### config.mk
export PLATFORM = sky130hd
export DESIGN_NAME = imem_port_arbiter
export DESIGN_NICKNAME = d
export VERILOG_FILES = /design/src/rtl/imem_arb_pkg.sv /design/src/rtl/imem_starve_ctr.sv /design/src/rtl/imem_port_arbiter.sv
export SDC_FILE = /design/constraint.sdc
export NUM_CORES = 1
export LEC_CHECK = 0
export BUFFER_PORTS_ARGS = -buffer_cell sky130_fd_sc_hd__buf_4
export CORE_MARGIN = 3
export CORE_UTILIZATION = 46
export CTS_BUF_LIST = sky130_fd_sc_hd__clkbuf_4 sky130_fd_sc_hd__clkbuf_8
export CTS_CLUSTER_SIZE = 8
export DETAILED_ROUTE_END_ITERATION = 12
export PLACE_DENSITY = 0.91
export REMOVE_ABC_BUFFERS = 1
export SLEW_MARGIN = 20
export SYNTH_ARGS = -nofsm -noshare
export SYNTH_HDL_FRONTEND = slang
export SYNTH_SLANG_ARGS = --single-unit
### constraint.sdc
create_clock -name clk -period 2.6 [get_ports clk]
set_input_delay 0.52 -clock clk [delete_from_list [all_inputs] [get_ports clk]]
set_output_delay 0.52 -clock clk [all_outputs]
set_load 0.02 [all_outputs]
### src/rtl/imem_arb_pkg.sv
// Shared types and constants for the instruction-memory port arbiter.
package imem_arb_pkg;

  localparam int WORD_BYTES     = 4;
  localparam int DEFAULT_ADDR_W = 7;
  localparam int OFS_W          = $clog2(WORD_BYTES);

  typedef enum logic {ARB, LOCK} state_e;

  typedef enum logic [1:0] {OWN_NONE, OWN_IF, OWN_LD} owner_e;

  function automatic logic is_aligned(input logic [OFS_W-1:0] ofs);
    return ofs == '0;
  endfunction

endpackage

### src/rtl/imem_starve_ctr.sv
// Saturating event counter: counts inc cycles up to MAX, clr wins over inc.
module imem_starve_ctr #(
  parameter int MAX = 4,
  parameter int W   = $clog2(MAX + 1)
) (
  input  logic clk,
  input  logic rst_n,
  input  logic inc,
  input  logic clr,
  output logic sat
);

  logic [W-1:0] count;

  // NOTE: sequential state uses non-blocking assignments so every flop samples pre-edge values.
  always_ff @(posedge clk or negedge rst_n) begin
    if (!rst_n) begin
      count <= '0;
    end else if (clr) begin
      count <= '0;
    end else if (inc && !sat) begin
      count <= count + 1'b1;
    end
  end

  assign sat = (count == W'(MAX));

endmodule

### src/rtl/imem_port_arbiter.sv
// Single-port instruction memory arbiter between fetch and program loader.
// Optional lock timeout enabled by defining IMEM_ARB_LOCK_TIMEOUT_EN.
module imem_port_arbiter
  import imem_arb_pkg::*;
#(
  parameter int ADDR_W     = DEFAULT_ADDR_W,
  parameter int STARVE_MAX = 4,
  parameter int LOCK_MAX   = 64
) (
  input  logic              clk,
  input  logic              rst_n,
  input  logic              if_req,
  input  logic [ADDR_W-1:0] if_addr,
  output logic              if_gnt,
  output logic              if_rvalid,
  output logic [31:0]       if_rdata,
  input  logic              ld_req,
  input  logic              ld_we,
  input  logic              ld_lock,
  input  logic [ADDR_W-1:0] ld_addr,
  input  logic [31:0]       ld_wdata,
  output logic              ld_gnt,
  output logic              ld_rvalid,
  output logic [31:0]       ld_rdata,
  output logic [ADDR_W-1:0] mem_addr,
  output logic              mem_we,
  output logic [31:0]       mem_wdata,
  input  logic [31:0]       mem_rdata,
  output logic              err_misalign,
`ifdef IMEM_ARB_LOCK_TIMEOUT_EN
  output logic              lock_to,
`endif
  output logic              if_stall
);

  state_e state, state_nxt;
  owner_e owner;
  logic   in_lock, lock_ok, starve_sat, gnt_aligned;

  imem_starve_ctr #(.MAX(STARVE_MAX)) u_starve_ctr (
    .clk   (clk),
    .rst_n (rst_n),
    .inc   (if_req & ~if_gnt),
    .clr   (if_gnt | ~if_req),
    .sat   (starve_sat)
  );

`ifdef IMEM_ARB_LOCK_TIMEOUT_EN
  logic lock_sat, relock_block, force_arb;

  // Saturates on the LOCK_MAX-th cycle in LOCK (the entry grant cycle is cycle 0).
  imem_starve_ctr #(.MAX(LOCK_MAX - 1)) u_lock_ctr (
    .clk   (clk),
    .rst_n (rst_n),
    .inc   (state == LOCK),
    .clr   (state != LOCK),
    .sat   (lock_sat)
  );

  assign force_arb = (state == LOCK) && lock_sat;
  assign in_lock   = (state == LOCK) && ld_lock && !lock_sat;
  assign lock_ok   = !relock_block && !force_arb;

  // After a timeout the loader must drop ld_lock before it may lock again.
  always_ff @(posedge clk or negedge rst_n) begin
    if (!rst_n) begin
      relock_block <= 1'b0;
      lock_to      <= 1'b0;
    end else if (force_arb) begin
      relock_block <= 1'b1;
      lock_to      <= 1'b1;
    end else if (!ld_lock) begin
      relock_block <= 1'b0;
    end
  end
`else
  localparam int unused_lock_max = LOCK_MAX;

  assign in_lock = (state == LOCK) && ld_lock;
  assign lock_ok = 1'b1;
`endif

  // NOTE: every output of a combinational block gets a default first, so no latch is inferred.
  always_comb begin
    owner     = OWN_NONE;
    state_nxt = ARB;
    if (in_lock) begin
      if (ld_req) owner = OWN_LD;
    end else if (if_req && starve_sat) begin
      owner = OWN_IF;
    end else if (ld_req) begin
      owner = OWN_LD;
    end else if (if_req) begin
      owner = OWN_IF;
    end
    if (in_lock || (owner == OWN_LD && ld_lock && lock_ok)) state_nxt = LOCK;
  end

  assign if_gnt      = (owner == OWN_IF);
  assign ld_gnt      = (owner == OWN_LD);
  assign if_stall    = if_req && !if_gnt;
  assign mem_addr    = ld_gnt ? ld_addr : if_addr;
  assign gnt_aligned = is_aligned(mem_addr[OFS_W-1:0]);
  assign mem_we      = rst_n && ld_gnt && ld_we && gnt_aligned;
  assign mem_wdata   = ld_wdata;

  always_ff @(posedge clk or negedge rst_n) begin
    if (!rst_n) begin
      state        <= ARB;
      if_rvalid    <= 1'b0;
      ld_rvalid    <= 1'b0;
      if_rdata     <= '0;
      ld_rdata     <= '0;
      err_misalign <= 1'b0;
    end else begin
      state        <= state_nxt;
      if_rvalid    <= if_gnt;
      ld_rvalid    <= ld_gnt;
      err_misalign <= (if_gnt || ld_gnt) && !gnt_aligned;
      if (if_gnt) if_rdata <= gnt_aligned ? mem_rdata : '0;
      // Write completions leave ld_rdata untouched.
      if (ld_gnt && !ld_we) ld_rdata <= gnt_aligned ? mem_rdata : '0;
    end
  end

endmodule

-- Word-level counts from Yosys, hierarchy flattened
Cells that the tools add are included.
- flip-flop bits (word level): 71
- output and inout port bits: 110
- word-level logic and storage cells: 43
- $add $sub $neg: 1
- equal/unequal tests: 3
- multiplexer cells: 10
- bitwise logic cells: 4
- reductions and logical operators: 18
- operators by type and width (cell ; number):
    $mux W32 ; 1
    $logic_and A1 B1 Y1 ; 10
    $mux W2 ; 4
    $mux W7 ; 1
    $mux W3 ; 2
    $logic_not A1 Y1 ; 4
    $add A3 B1 Y3 const B ; 1
    $eq A3 B3 Y1 const B ; 1
    $eq A2 B1 Y1 const B ; 1
    $eq A2 B2 Y1 const B ; 1
    $logic_not A2 Y1 ; 1
    $logic_or A1 B1 Y1 ; 2
    $mux W1 ; 2
    $not A1 Y1 ; 2
    $reduce_bool A2 Y1 ; 1
    $and A1 B1 Y1 ; 1
    $or A1 B1 Y1 ; 1

-- Logic depth before layout (Yosys ltp)
- depth after elaboration: 10
- mapped depth: 11
- mapped depth without buffers: 8

-- By module
A second synthesis with hierarchy kept.
- cell total of the unflattened synthesis: 359
- area, all modules: 3558.4 sq um
- by module, submodules not included (module ; instances ; cells an instance ; area each (sq um)):
    imem_port_arbiter ; 1 ; 341 ; 3360.7
    imem_starve_ctr ; 1 ; 18 ; 197.7

-- Worst setup path before layout
OpenSTA, ideal clock, no wires.
- path type: register to output
- start point: reg u_starve_ctr.count[0]
- end point: out mem_we
- arrival time: 2.217 ns
- path slack: -0.137 ns
- stages on the path, launching flop included: 12
- buffers on the path: 3
- path through: dfrtp_1 inv_1 ha_1 nand2_1 a21o_1 ha_1 buf_6 nor3_2 a21oi_2 buf_6 buf_6 nor2_1
- word-level cells in the longest chain between the ends: 8
- elaborated cells between the ends (all ways): 10
- classes of those cells: eq/ne (2); mux (3); reduce/logical (5)
- ends and longest elaborated chain (element ; RTL line ; text):
    from (decl) ; imem_starve_ctr.sv:13 ; logic [W-1:0] count;
    from (signal assigned) ; imem_starve_ctr.sv:22 ; count <= count + 1'b1;
    $eq A3 B3 Y1 * ; imem_starve_ctr.sv:26 ; assign sat = (count == W'(MAX));
    $logic_and A1 B1 Y1 * ; imem_port_arbiter.sv:89 ; end else if (if_req && starve_sat) begin
    $mux W2 * ; imem_port_arbiter.sv:89 ;
    $mux W2 * ; imem_port_arbiter.sv:87 ; if (in_lock) begin
    $eq A2 B2 Y1 * ; imem_port_arbiter.sv:100 ; assign ld_gnt = (owner == OWN_LD);
    net ld_gnt ; imem_port_arbiter.sv:22 ; output logic ld_gnt,
    $mux W7 or $logic_and A1 B1 Y1 (tied branches) ; imem_port_arbiter.sv:102, imem_port_arbiter.sv:104 ;
    $logic_not A2 Y1 or $logic_and A1 B1 Y1 (tied branches) ; imem_arb_pkg.sv:13, imem_port_arbiter.sv:104 ;
    $logic_and A1 B1 Y1 * ; imem_port_arbiter.sv:104 ; assign mem_we = rst_n && ld_gnt && ld_we && gnt_aligned;
    to (decl) ; imem_port_arbiter.sv:26 ; output logic mem_we,
Mark *: on every way through the listed nets, which the timed path passes. The rest lies on a longest branch.

-- Worst setup path in the final report
- start point: reg u_starve_ctr.count[1]
- end point: out mem_addr[4]
- word-level cells in the longest chain between the ends: 6
- ends and longest elaborated chain (element ; RTL line ; text):
    $eq A3 B3 Y1 ; imem_starve_ctr.sv:26 ;
    $logic_and A1 B1 Y1 ; imem_port_arbiter.sv:89 ;
    $mux W2 ; imem_port_arbiter.sv:89 ;
    $mux W2 ; imem_port_arbiter.sv:87 ;
    $eq A2 B2 Y1 ; imem_port_arbiter.sv:100 ;
    $mux W7 ; imem_port_arbiter.sv:102 ; assign mem_addr = ld_gnt ? ld_addr : if_addr;
    to (decl) ; imem_port_arbiter.sv:25 ; output logic [ADDR_W-1:0] mem_addr,
No other way between the ends.

==> metrics.csv <==
metric,value,unit
outcome,"finished, final reports clean",
Worst-Margin Slew,900.3,ps
I/O pins,194,
routability cong.,0.7585,
Longest Clk Path Bufs,2,
"Req. time, crit path",2080,ps
vias per cell,5.007,
design area,4616,um2
most frequent cell after synthesis,nand2_1,
drt drc,0,
endpoints failing hold,0,
Worst-Skew Late Latency,330,ps
Routed WL per cell,17.24,um
die width,93.47,um
Post-synth top cells,"nand2_1, dfrtp_1, inv_1",
"antenna viol nets, final",0,
fmax,393.2,MHz
I/O Buffers,129,
Adder-Cell Fraction of Synth Area,1.777,%
Synth area leader,dfrtp_1,
Async SR Flop Fraction,100.0,%
H-tree levels,3,
die area,8737,um2
dpl cells,539,
First DRT Iteration DRCs,129,
Die Ht,93.47,um
Crit. End Element,primary output,
Root Buffer,clkbuf_8,
final setup fails,0,
core footprint,7331,um2
vias,2819,
Post-Synth XOR/XNOR Area,0.2488,%
Layout area overhead,31.14,%
worst relative slew slack,39.98,%
"Cell Area, Synth",3520,um2
"Cell Count, Final, Fillers Out",563,
"Worst Setup Slack, final",56.50,ps
worst setup path class,reg -> out,
CTS tree,yes,
area share of and/or/nand/nor cells after synthesis,12.73,%
synth unique cells,25,
mux contribution to synthesized area,2.240,%
WL final,9.706,mm
Worst Path Max Fanout,6,
CTS Sinks,71,
TritonRoute pass-1 iters,4,
top_reg_cell synth,dfrtp_1,
LEAKAGE,2.242,nW
largest net degree at the start of global routing,72,
Worst setup SP type,flip-flop,
Starting Density,48.01,%
initial antenna violation count,0,
CTS Buf Count,9,
#FFs+latches synth,71,
compound-cell area share of the yosys netlist,17.99,%
clk slew on worst S/H paths,70,ps
max-slew violations,0,
DP HPWL,6.821,mm
number of synthesized flops with an enable pin,0,
Syn. warnings,0,
GRT overflow,0,
DP Worst Slack,50.78,ps
# rows,31,
fin crit share,97.83,%
Worst VDD drop,428.8,uV
FILL cells,575,
number of nets in the layout,549,
ANT cells,0,
Synth Instances,358,
Mapped Avg Cell Area,9.831,um2
placed instance area,4309,um2
first-pass GRT wire length,14.84,mm
"top cells by area, synth","dfrtp_1, o22ai_2, nand2_1",
Setup Skew,7.335,ps
"Seq/Total Area, Yosys",50.48,%
min-delay worst type,in -> async,
combinational family with the most area after synthesis,compound AO/OA/AOI/OAI gates,
maxcap violations,0,
Final Critical Period,2544,ps
Power Density,657.1,nW/um2
"Hold-fix buffers, CTS",0,
critical path arrival,2020,ps
vias in the first global route,2887,
Synth top area share,50.48,%
GRT Util Overall,22.40,%
fraction of layout cells with a size suffix above 1,46.12,%
## routing by layer
metal | routed length (um) | vias to the layer above | GRT usage, %
li1 | - | 1318 | -
met1 | 3839 | 1332 | 27.23
met2 | 4327 | 152 | 32.34
met3 | 1375 | 17 | 13.68
met4 | 164 | 0 | 7.570
met5 | 0 | - | 3.846
## cells in the final DEF (no fill, tap or decap), types with 2 or more instances in the layout
cell type / synthesis / routed
a21oi_1: 2 / 2
buf_4: 32 / 143
clkbuf_8: 0 / 11
clkinv_2: 0 / 3
dfrtp_1: 71 / 71
ha_1: 5 / 2
ha_4: 0 / 2
inv_1: 35 / 34
mux2_2: 7 / 7
nand2_1: 101 / 100
nand2b_1: 2 / 2
nand3_1: 2 / 2
nor2_1: 5 / 5
o21a_1: 2 / 2
o21ai_0: 18 / 17
o21ai_1: 8 / 9
o21ai_2: 7 / 7
o22ai_2: 32 / 32
## power by group
group	leakage, nW	internal, mW	switching (mW)	total, mW
logic	1.18	0.381	0.469	0.850
clock network	0.105	0.485	0.388	0.873
registers	0.955	1.23	0.0758	1.31
total	2.24	2.10	0.933	3.03
## metrics by stage
stage / TNS, ps / power (mW) / utilization (%) / hold WS, ps
6_report: 0 / 3.033 / 62.96 / 419.4
3_3_place_gp: 0 / 2.119 / 58.78 / 463.0
3_5_place_dp: 0 / 2.151 / 58.78 / 472.5
5_1_grt: -137.2 / 3.192 / 62.96 / 411.7
2_1_floorplan: -85890 / 1.754 / - / 224.4
4_1_cts: 0 / 3.038 / 62.06 / 388.0
## final cells by class
cell class / count / area [um2] / area share [%]
Tap cell: 99 / 123.9 / 2.684
Timing Repair Buffer: 145 / 1105 / 23.94
Multi-Input combinational cell: 198 / 1282 / 27.79
Clock buffer: 11 / 151.4 / 3.280
Sequential cell: 71 / 1777 / 38.49
Clock inverter: 4 / 45.04 / 0.9759
Inverter: 35 / 131.4 / 2.846
## cells by family (layout without fill, tap and decap cells)
logic type | after synthesis | in the layout
compound gates | 71 | 71
flops | 71 | 71
buf+inv | 89 | 195
simple gates | 114 | 114
xor+xnor | 1 | 1
mux | 7 | 7
fa+ha+maj | 5 | 5
## registers in the layout, summed over array words and instances, names as in the netlist
name and count:
u_starve_ctr.count 3, state 1, ld_rdata 32, if_rdata 32, if_rvalid 1, ld_rvalid 1, err_misalign 1
## worst max-delay path, cell delays in order, from the launching register on
cell,delay (ps)
dfrtp_1,370
inv_1,110
ha_4,170
nand2_4,50
o21a_1,220
ha_4,200
buf_4,140
mux2_2,270
buf_4,160
## path summary, 6_finish.rpt
check,to,from,slack [ps],cells past startpoint
worst max-delay path,mem_addr[4],u_starve_ctr.count[1],60,8
worst min-delay path,if_rdata[11],rst_n,420,2
worst max register to register,ld_rdata[13],u_starve_ctr.count[1],500,9
worst min register to register,ld_rdata[6],ld_rdata[6],480,2
max in group asynchronous,if_rdata[12],rst_n,1570,2
min in group clk,state,ld_lock,420,2
## timing repair
item / in CTS / in global routing
buffers inserted: 3 / 6
setup endpoints to repair: 9 / 10
pin swaps: 3 / 4
gates resized for setup: 4 / 8
(Power assumes the default switching activity.)
